### config.mk
export PLATFORM = sky130hd
export DESIGN_NAME = if_id_queue
export DESIGN_NICKNAME = d
export VERILOG_FILES = /design/src/rtl/if_id_queue.sv
export SDC_FILE = /design/constraint.sdc
export NUM_CORES = 1
export LEC_CHECK = 0
export ABC_AREA = 1
export CAP_MARGIN = 20
export CORE_AREA = 2 2 129 131
export CTS_BUF_LIST = sky130_fd_sc_hd__clkbuf_2 sky130_fd_sc_hd__clkbuf_4 sky130_fd_sc_hd__clkbuf_8
export CTS_CLUSTER_DIAMETER = 200
export DETAILED_ROUTE_END_ITERATION = 10
export DIE_AREA = 0 0 131 133
export DONT_BUFFER_PORTS = 1
export SKIP_CTS_REPAIR_TIMING = 1
export SYNTH_ARGS = -nofsm -noshare
export SYNTH_HDL_FRONTEND = slang
export SYNTH_SLANG_ARGS = --single-unit
### constraint.sdc
create_clock -name clk -period 4.9 [get_ports clk]
set_input_delay 0.49 -clock clk [delete_from_list [all_inputs] [get_ports clk]]
set_output_delay 0.49 -clock clk [all_outputs]
set_load 0.01 [all_outputs]
### src/rtl/if_id_queue.sv
// IF/ID pipeline queue: circular buffer of {pc, instr} with RV32I field/immediate decode of the head entry.
// Latency: push to out_valid 1 cycle; with IF_ID_QUEUE_BYPASS_EN an empty queue forwards the input in the same cycle.
// Backpressure: in_ready = not full or decode popping this cycle; flush empties the queue at the next edge.
module if_id_queue #(
  parameter int DEPTH = 2,
  parameter int XLEN  = 32
) (
  input  logic                     clk,
  input  logic                     rst,
  input  logic                     flush,
  input  logic                     in_valid,
  output logic                     in_ready,
  input  logic [XLEN-1:0]          pc_in,
  input  logic [XLEN-1:0]          imem_rdata,
  output logic                     out_valid,
  input  logic                     out_ready,
  output logic [XLEN-1:0]          pc_out,
  output logic [XLEN-1:0]          imem_rdata_out,
  output logic [6:0]               opcode,
  output logic [2:0]               funct3,
  output logic [6:0]               funct7,
  output logic [4:0]               rs1,
  output logic [4:0]               rs2,
  output logic [4:0]               rd,
  output logic [31:0]              i_imm,
  output logic [31:0]              s_imm,
  output logic [31:0]              b_imm,
  output logic [31:0]              u_imm,
  output logic [31:0]              j_imm,
  output logic [$clog2(DEPTH):0]   count
);

  localparam int PW = $clog2(DEPTH);
  localparam int CW = $clog2(DEPTH) + 1;
  localparam logic [XLEN-1:0] NOP = XLEN'(32'h0000_0013);

  logic [XLEN-1:0] pc_mem  [DEPTH];
  logic [XLEN-1:0] ins_mem [DEPTH];
  logic [PW-1:0]   rd_ptr;
  logic [PW-1:0]   wr_ptr;
  logic [CW-1:0]   cnt;

  logic empty;
  logic full;
  logic byp;
  logic push;
  logic pop;
  logic wr_en;
  logic rd_en;
  logic [31:0] iw;

  function automatic logic [PW-1:0] ptr_inc(input logic [PW-1:0] p);
    return (p == PW'(DEPTH - 1)) ? '0 : p + PW'(1);
  endfunction

  assign empty = (cnt == '0);
  assign full  = (cnt == CW'(DEPTH));

`ifdef IF_ID_QUEUE_BYPASS_EN
  // Forward the fetch stage straight to decode when nothing is queued; a redirect or reset kills it.
  assign byp = empty && in_valid && !flush && rst;
`else
  assign byp = 1'b0;
`endif

  assign out_valid = !empty || byp;
  assign in_ready  = !full || out_ready;
  assign push      = in_valid && in_ready;
  assign pop       = out_valid && out_ready;
  // A bypassed entry taken by decode never touches storage.
  assign wr_en     = push && !(byp && out_ready) && !flush;
  assign rd_en     = pop && !empty && !flush;
  assign count     = cnt;

  // Head mux: stored entry, else bypassed input, else NOP with PC 0.
  always_comb begin
    pc_out         = '0;
    imem_rdata_out = NOP;
    if (!empty) begin
      pc_out         = pc_mem[rd_ptr];
      imem_rdata_out = ins_mem[rd_ptr];
    end else if (byp) begin
      pc_out         = pc_in;
      imem_rdata_out = imem_rdata;
    end
  end

  // RV32I field and immediate extraction from the head instruction word.
  always_comb begin
    iw     = imem_rdata_out[31:0];
    opcode = iw[6:0];
    rd     = iw[11:7];
    funct3 = iw[14:12];
    rs1    = iw[19:15];
    rs2    = iw[24:20];
    funct7 = iw[31:25];
    i_imm  = {{20{iw[31]}}, iw[31:20]};
    s_imm  = {{20{iw[31]}}, iw[31:25], iw[11:7]};
    b_imm  = {{19{iw[31]}}, iw[31], iw[7], iw[30:25], iw[11:8], 1'b0};
    u_imm  = {iw[31:12], 12'h000};
    j_imm  = {{11{iw[31]}}, iw[31], iw[19:12], iw[20], iw[30:21], 1'b0};
  end

  // Pointer and occupancy bookkeeping; flush overrides any push or pop.
  always_ff @(posedge clk or negedge rst) begin
    if (!rst) begin
      rd_ptr <= '0;
      wr_ptr <= '0;
      cnt    <= '0;
    end else if (flush) begin
      rd_ptr <= '0;
      wr_ptr <= '0;
      cnt    <= '0;
    end else begin
      if (wr_en) wr_ptr <= ptr_inc(wr_ptr);
      if (rd_en) rd_ptr <= ptr_inc(rd_ptr);
      case ({wr_en, rd_en})
        2'b10:   cnt <= cnt + CW'(1);
        2'b01:   cnt <= cnt - CW'(1);
        default: cnt <= cnt;
      endcase
    end
  end

  // Entry storage; cleared on reset, written at the write pointer on an accepted push.
  always_ff @(posedge clk or negedge rst) begin
    if (!rst) begin
      for (int i = 0; i < DEPTH; i++) begin
        pc_mem[i]  <= '0;
        ins_mem[i] <= '0;
      end
    end else if (wr_en) begin
      pc_mem[wr_ptr]  <= pc_in;
      ins_mem[wr_ptr] <= imem_rdata;
    end
  end

endmodule

==> flow_metrics.tcl <==
set metrics [dict create \
    outcome "finished with violations" \
    violations "hold timing" \
    hp-class "input port to async pin" \
    grt_use_total_pct 17.57 \
    first_pass_iters 4 \
    drcViolationCount 0 \
    root_buffer "clkbuf_8" \
    synthFlopType "dfrtp_1" \
    synth_warnings 0 \
    antenna_found_initial 0 \
    critPathArrivalTime_ps 2830 \
    ys_top_cells_by_area "dfrtp_1 (43%), buf_4 (19%), nand2_1 (6.9%)" \
    area_delta_synth_final_pct -10.50 \
    synth_edf_count 0 \
    worst-path-buf-inv 1 \
    syn_avg_cell_area_sq_um 8.386 \
    start_util_pct 47.76 \
    place_inst 933 \
    insertion_delay_ps 430 \
    tightestPinTransition_ps 1154 \
    synth.most_common_cell "buf_4" \
    p_leak_nw 3.381 \
    antennaDiodeCount 0 \
    finalPower_mw 4.062 \
    crit_fanout 73 \
    synthTopCellsByCount "buf_4 (199), nand2_1 (141), inv_1 (137), dfrtp_1 (132), o21ai_0 (92)" \
    required_ps 4410 \
    peakVddDrop_v 0.0002896 \
    critical-path-slowest-cell "a21oi_1" \
    place_area_sq_um 6476 \
    dieArea_sq_um 17420 \
    grt_start_max_net_pins 133 \
    ys_types 21 \
    cpPeakStageDelay_ps 900 \
    drive_gt1_share_pct 15.44 \
    hold_viol 11 \
    postRouteAntennaNets 0 \
    syn_area_sq_um 7724 \
    max_clock_freq_ghz 0.3015 \
    stdcell_count 965 \
    finalSetupViolations 0 \
    synth_top_cell_area_share_pct 42.77 \
    max_slew_margin_pct 23.34 \
    routed_wl_um 14910 \
    yosysSeqAreaShare_pct 42.77 \
    drt-vias-per-instance 4.790 \
    vias 4622 \
    grt_overflow 0 \
    final_nets 802 \
    critPathTopFamily "compound AO/OA/AOI/OAI gates" \
    fp-row-count 47 \
    async_reset_ff_share_pct 100.0 \
    worstPathCellList "buf_4 -> o21ai_0 -> a21oi_1" \
    tns_ps 0 \
    period_needed_ps 3317 \
    gp_congestion 0.7166 \
    final_cell_area_sq_um 6913 \
    critPathLaunchType "flip-flop" \
    cts_buffers 17 \
    slew_viol_final 0 \
    synth_seq_cells 132 \
    htreeDepth 4 \
    path_class "flip-flop to output pin" \
    synthCells 921 \
    maxCapViolations 0 \
    end_kind "output pin" \
    cts_tree "built" \
    fin_crit_sh_pct 67.70 \
    numPortBuffers 0 \
    grt_pass1_wl_um 23470 \
    max-clock-path-buffers 2 \
    die_height_um 133 \
    die_x_um 131 \
    cts.sinks 132 \
    synth_top_area_cell "dfrtp_1" \
    grt_pass1_vias 4385 \
    power_density_nw_per_um2 587.6 \
    whs_ps -10.09 \
    dp_hpwl_um 9610 \
    wl_per_cell_um 15.45 \
    core_sq_um 16170 \
    skew_ps 10.18 \
    io_pins 329 \
    clkSlewWorstSetupHoldPaths_ps 80 \
    drt-initial-drc-count 221 \
    rsz0062_at_grt "false" \
]
flip-flops by register name, indices dropped and copies added, names as in the netlist:
name,flops
ins_mem,64
pc_mem,64
count,2
rd_ptr,1
wr_ptr,1
report_power, final:
group / internal (mW) / switching, mW
clock: 0.522 / 0.428
sequential: 1.42 / 0.156
combinational: 0.369 / 1.17
total: 2.31 / 1.75
layer usage:
| layer | wire length [um] | track usage [%] | up-vias |
|---|---|---|---|
| met5 | 0 | 0 | - |
| met4 | 125 | 4.787 | 0 |
| met3 | 1285 | 7.764 | 12 |
| met2 | 7181 | 27.58 | 162 |
| met1 | 6316 | 22.02 | 2159 |
| li1 | - | - | 2289 |
layout by cell type, fill, tap and decap left out, drive strengths merged:
master / netlist / layout
nor3: 1 / 1
o211ai: 3 / 3
nor2: 3 / 3
a21oi: 62 / 62
clkbuf: 14 / 23
dfrtp: 132 / 132
inv: 138 / 138
clkinv: 0 / 4
nand2: 143 / 143
o21ai: 191 / 191
bufinv: 0 / 2
clkinvlp: 0 / 2
nand4: 1 / 1
buf: 226 / 20
nand3: 6 / 6
conb: 1 / 14
area by class of cell:
type	count	area, sq um
Clock buffer	23	310.3
Clock inverter	8	98.84
Tap cell	220	275.3
Timing Repair Buffer	20	219.0
Inverter	138	518.0
Sequential cell	132	3307
Multi-Input combinational cell	424	2185
Fill cell	1668	9259
path summary, 6_finish.rpt:
| path | slack (ps) | from | end | cells after the start |
|---|---|---|---|---|
| max in group asynchronous | 4320 | rst | rd_ptr | 1 |
| max | 1580 | rd_ptr | u_imm[22] | 3 |
| min reg2reg | 470 | ins_mem[51] | ins_mem[51] | 2 |
| max reg2reg | 2750 | count[0] | wr_ptr | 7 |
| min | -10 | rst | pc_mem[55] | 1 |
| min in group clk | 180 | imem_rdata[21] | ins_mem[21] | 2 |
metrics by stage:
stage / worst slack [ps] / hold WS, ps / utilization (%)
6_report: 1583 / -10.09 / 42.75
5_1_grt: 1279 / 62.99 / 42.75
4_1_cts: 1509 / -294.0 / 42.58
3_5_place_dp: 2014 / 197.7 / 40.05
3_3_place_gp: 2052 / 197.8 / 40.05
2_1_floorplan: 194.0 / 194.4 / -
logic make-up after synthesis:
logic type / count (synthesis) / share of synthesized area [%]
buffers and inverters: 378 / 29.99
AO/OA/AOI/OAI: 256 / 19.31
other: 1 / 0.04855
flip-flops: 132 / 42.77
AND/OR/NAND/NOR: 154 / 7.889
Power figures use the tool's default switching activity.
==> variant: new RTL, config.mk and constraints unchanged <==
The parameter `DEPTH` goes from 2 to 4.
--- a/src/rtl/if_id_queue.sv
+++ b/src/rtl/if_id_queue.sv
@@ -2,7 +2,7 @@
 // Latency: push to out_valid 1 cycle; with IF_ID_QUEUE_BYPASS_EN an empty queue forwards the input in the same cycle.
 // Backpressure: in_ready = not full or decode popping this cycle; flush empties the queue at the next edge.
 module if_id_queue #(
-  parameter int DEPTH = 2,
+  parameter int DEPTH = 4,
   parameter int XLEN  = 32
 ) (
   input  logic                     clk,
Interface: changed (resized count); port bits go from 329 to 330. No check against the original RTL was run, so the function may have changed too.
==> variant against the original RTL <==
  * The flow still finishes with violations (hold timing)
  * Global-route usage rose by 16 points
  * Non-clock buffer count is 1 higher
  * Combinational power rose by 120%
  * Via count up 110%
  * First-iteration DRC count rose to 4.2 times the old value
  * Power increased by 120%
  * Synthesized area grew 82%
  * Wire length is 91% higher
  * Sequential cell count rose by 131
  * Setup slack worse by 0.91 ns
  * Register-to-register slack worse by 0.51 ns
  * Design area rose by 92%
  * Utilization increased by 39 points
  * Largest cell class unchanged
  * Largest power group unchanged
==> variant: results (changes against the original RTL) <==
- Worst Max-Slew Pin Slew: 1.10 ns (was 1.15 ns)
- Post-DP HPWL: 16.1 mm (was 9.61 mm)
- Initial antenna violation count: 1 (was 0)
- Critical Path AT: 3.74 ns (was 2.83 ns)
- Post-synthesis sequential area ratio: 0.469 (was 0.428)
- Failing checks: hold timing (unchanged)
- Global-route wire length before repair: 46.3 mm (was 23.5 mm)
- Clk_lat worst skew: 0.54 ns (was 0.43 ns)
- FF-to-FF setup slack: 2.24 ns (was 2.75 ns)
- CTS Buffer Depth: 3 (was 2)
- Clock skew: 0.0133 ns (was 0.0102 ns)
- Static Leak: 6.36 nW (was 3.38 nW)
- DRT Pass-1 Iters: 5 (was 4)
- Vias per cell: 5.83 (was 4.79)
- DRT iter0 DRCs: 921 (was 221)
- Layout cells sized above 1: 0.153 (was 0.154)
- Post-layout nets: 1495 (was 802)
- Worst-path clk slew: 0.06 ns (was 0.08 ns)
- Max FO, Critical Path: 106 (was 73)
- H-tree depth: 2 (was 4)
- Largest cells by area after synthesis: dfrtp_1 (47%), buf_4 (10%), nand2_1 (7.3%), nor2_1 (6.9%), o21ai_2 (6.8%) (was dfrtp_1 (43%), buf_4 (19%), nand2_1 (6.9%), inv_1 (6.7%), o21ai_2 (6.1%))
- Largest net degree at the start of global routing: 264 (was 133)
- RePlAce Congestion: 0.783 (was 0.717)
- Fillers: 1057 (was 1668)
- Yosys cell types: 29 (was 21)
- Setup slack after layout: 0.671 ns (was 1.58 ns)
- Top cells by count, synth: nand2_1 (273), dfrtp_1 (263), nor2_1 (258) (was buf_4 (199), nand2_1 (141), inv_1 (137))
- Outcome: complete, but fails checks (unchanged)
- Cell Area, Placed: 12300 sq um (was 6480 sq um)
- Global Route Usage Sum: 0.334 (was 0.176)
- Worst slack, placed: 1.36 ns (was 2.01 ns)
- Vias in the first global route: 9340 (was 4385)
- Min Hold Slack: -0.343 ns (was -0.0101 ns)
- Avg WL per Cell: 17.1 um (was 15.4 um)
- Final hold vios: 263 (was 11)
- Worst VDD drop: 0.484 mV (was 0.290 mV)
## variant: cell families after synthesis
logic type      Yosys count  share of synthesized area
buf+inv                 370                      0.183
compound gates          449                      0.190
other cells               1                   0.000267
flops                   263                      0.469
simple gates            547                      0.152
fa+ha+maj                 6                    0.00588
xor+xnor                  1                   0.000624
## variant: through the flow
| stage | hold slack [ns] | instances |
|---|---|---|
| floorplan | 0.194 | 1650 |
| global placement | 0.198 | 1593 |
| detailed placement | 0.197 | 1593 |
| CTS | -0.371 | 1667 |
| global route | -0.368 | 1669 |
| finish | -0.343 | 1670 |
## variant: cell type report
| type | instances | area, sq um | share of cell area |
|---|---|---|---|
| sequential | 263 | 6590 | 0.497 |
| multi-input combinational | 1017 | 4970 | 0.375 |
| clock buffer | 73 | 898 | 0.0678 |
| inverter | 74 | 279 | 0.0211 |
| tap | 220 | 275 | 0.0208 |
| timing repair buffer | 21 | 234 | 0.0177 |
| clock inverter | 1 | 5.00 | 0.000378 |
| antenna | 1 | 2.50 | 0.000189 |
## variant: final timing paths
path                           endpoint  depth (start not counted)
min reg2reg                 ins_mem[24]                          2
min in group clk               count[1]                          3
min                          pc_mem[78]                          0
max                           u_imm[16]                          4
max reg2reg                ins_mem[125]                          8
max in group asynchronous     rd_ptr[0]                          0
## variant: worst max-delay path, stage by stage, from the launching register on
cell	delay [ns]
dfrtp_4	0.75
clkinv_2	0.37
buf_4	0.82
o21ai_0	0.27
a21oi_1	0.89
## variant: power breakdown
group | switching, W | total, W | internal (W) | leakage [nW]
logic | 0.00242 | 0.00337 | 0.000950 | 2.50
clock network | 0.000820 | 0.00196 | 0.00114 | 0.485
registers | 0.000499 | 0.00344 | 0.00294 | 3.38
total | 0.00374 | 0.00877 | 0.00503 | 6.36
## variant: layer usage
layer | vias to the layer above | track usage | wire [um]
met3 | 64 | 0.0869 | 2260
met2 | 372 | 0.518 | 13600
met5 | - | 0 | 0
met1 | 4640 | 0.463 | 12000
met4 | 0 | 0.114 | 658
li1 | 4657 | - | -
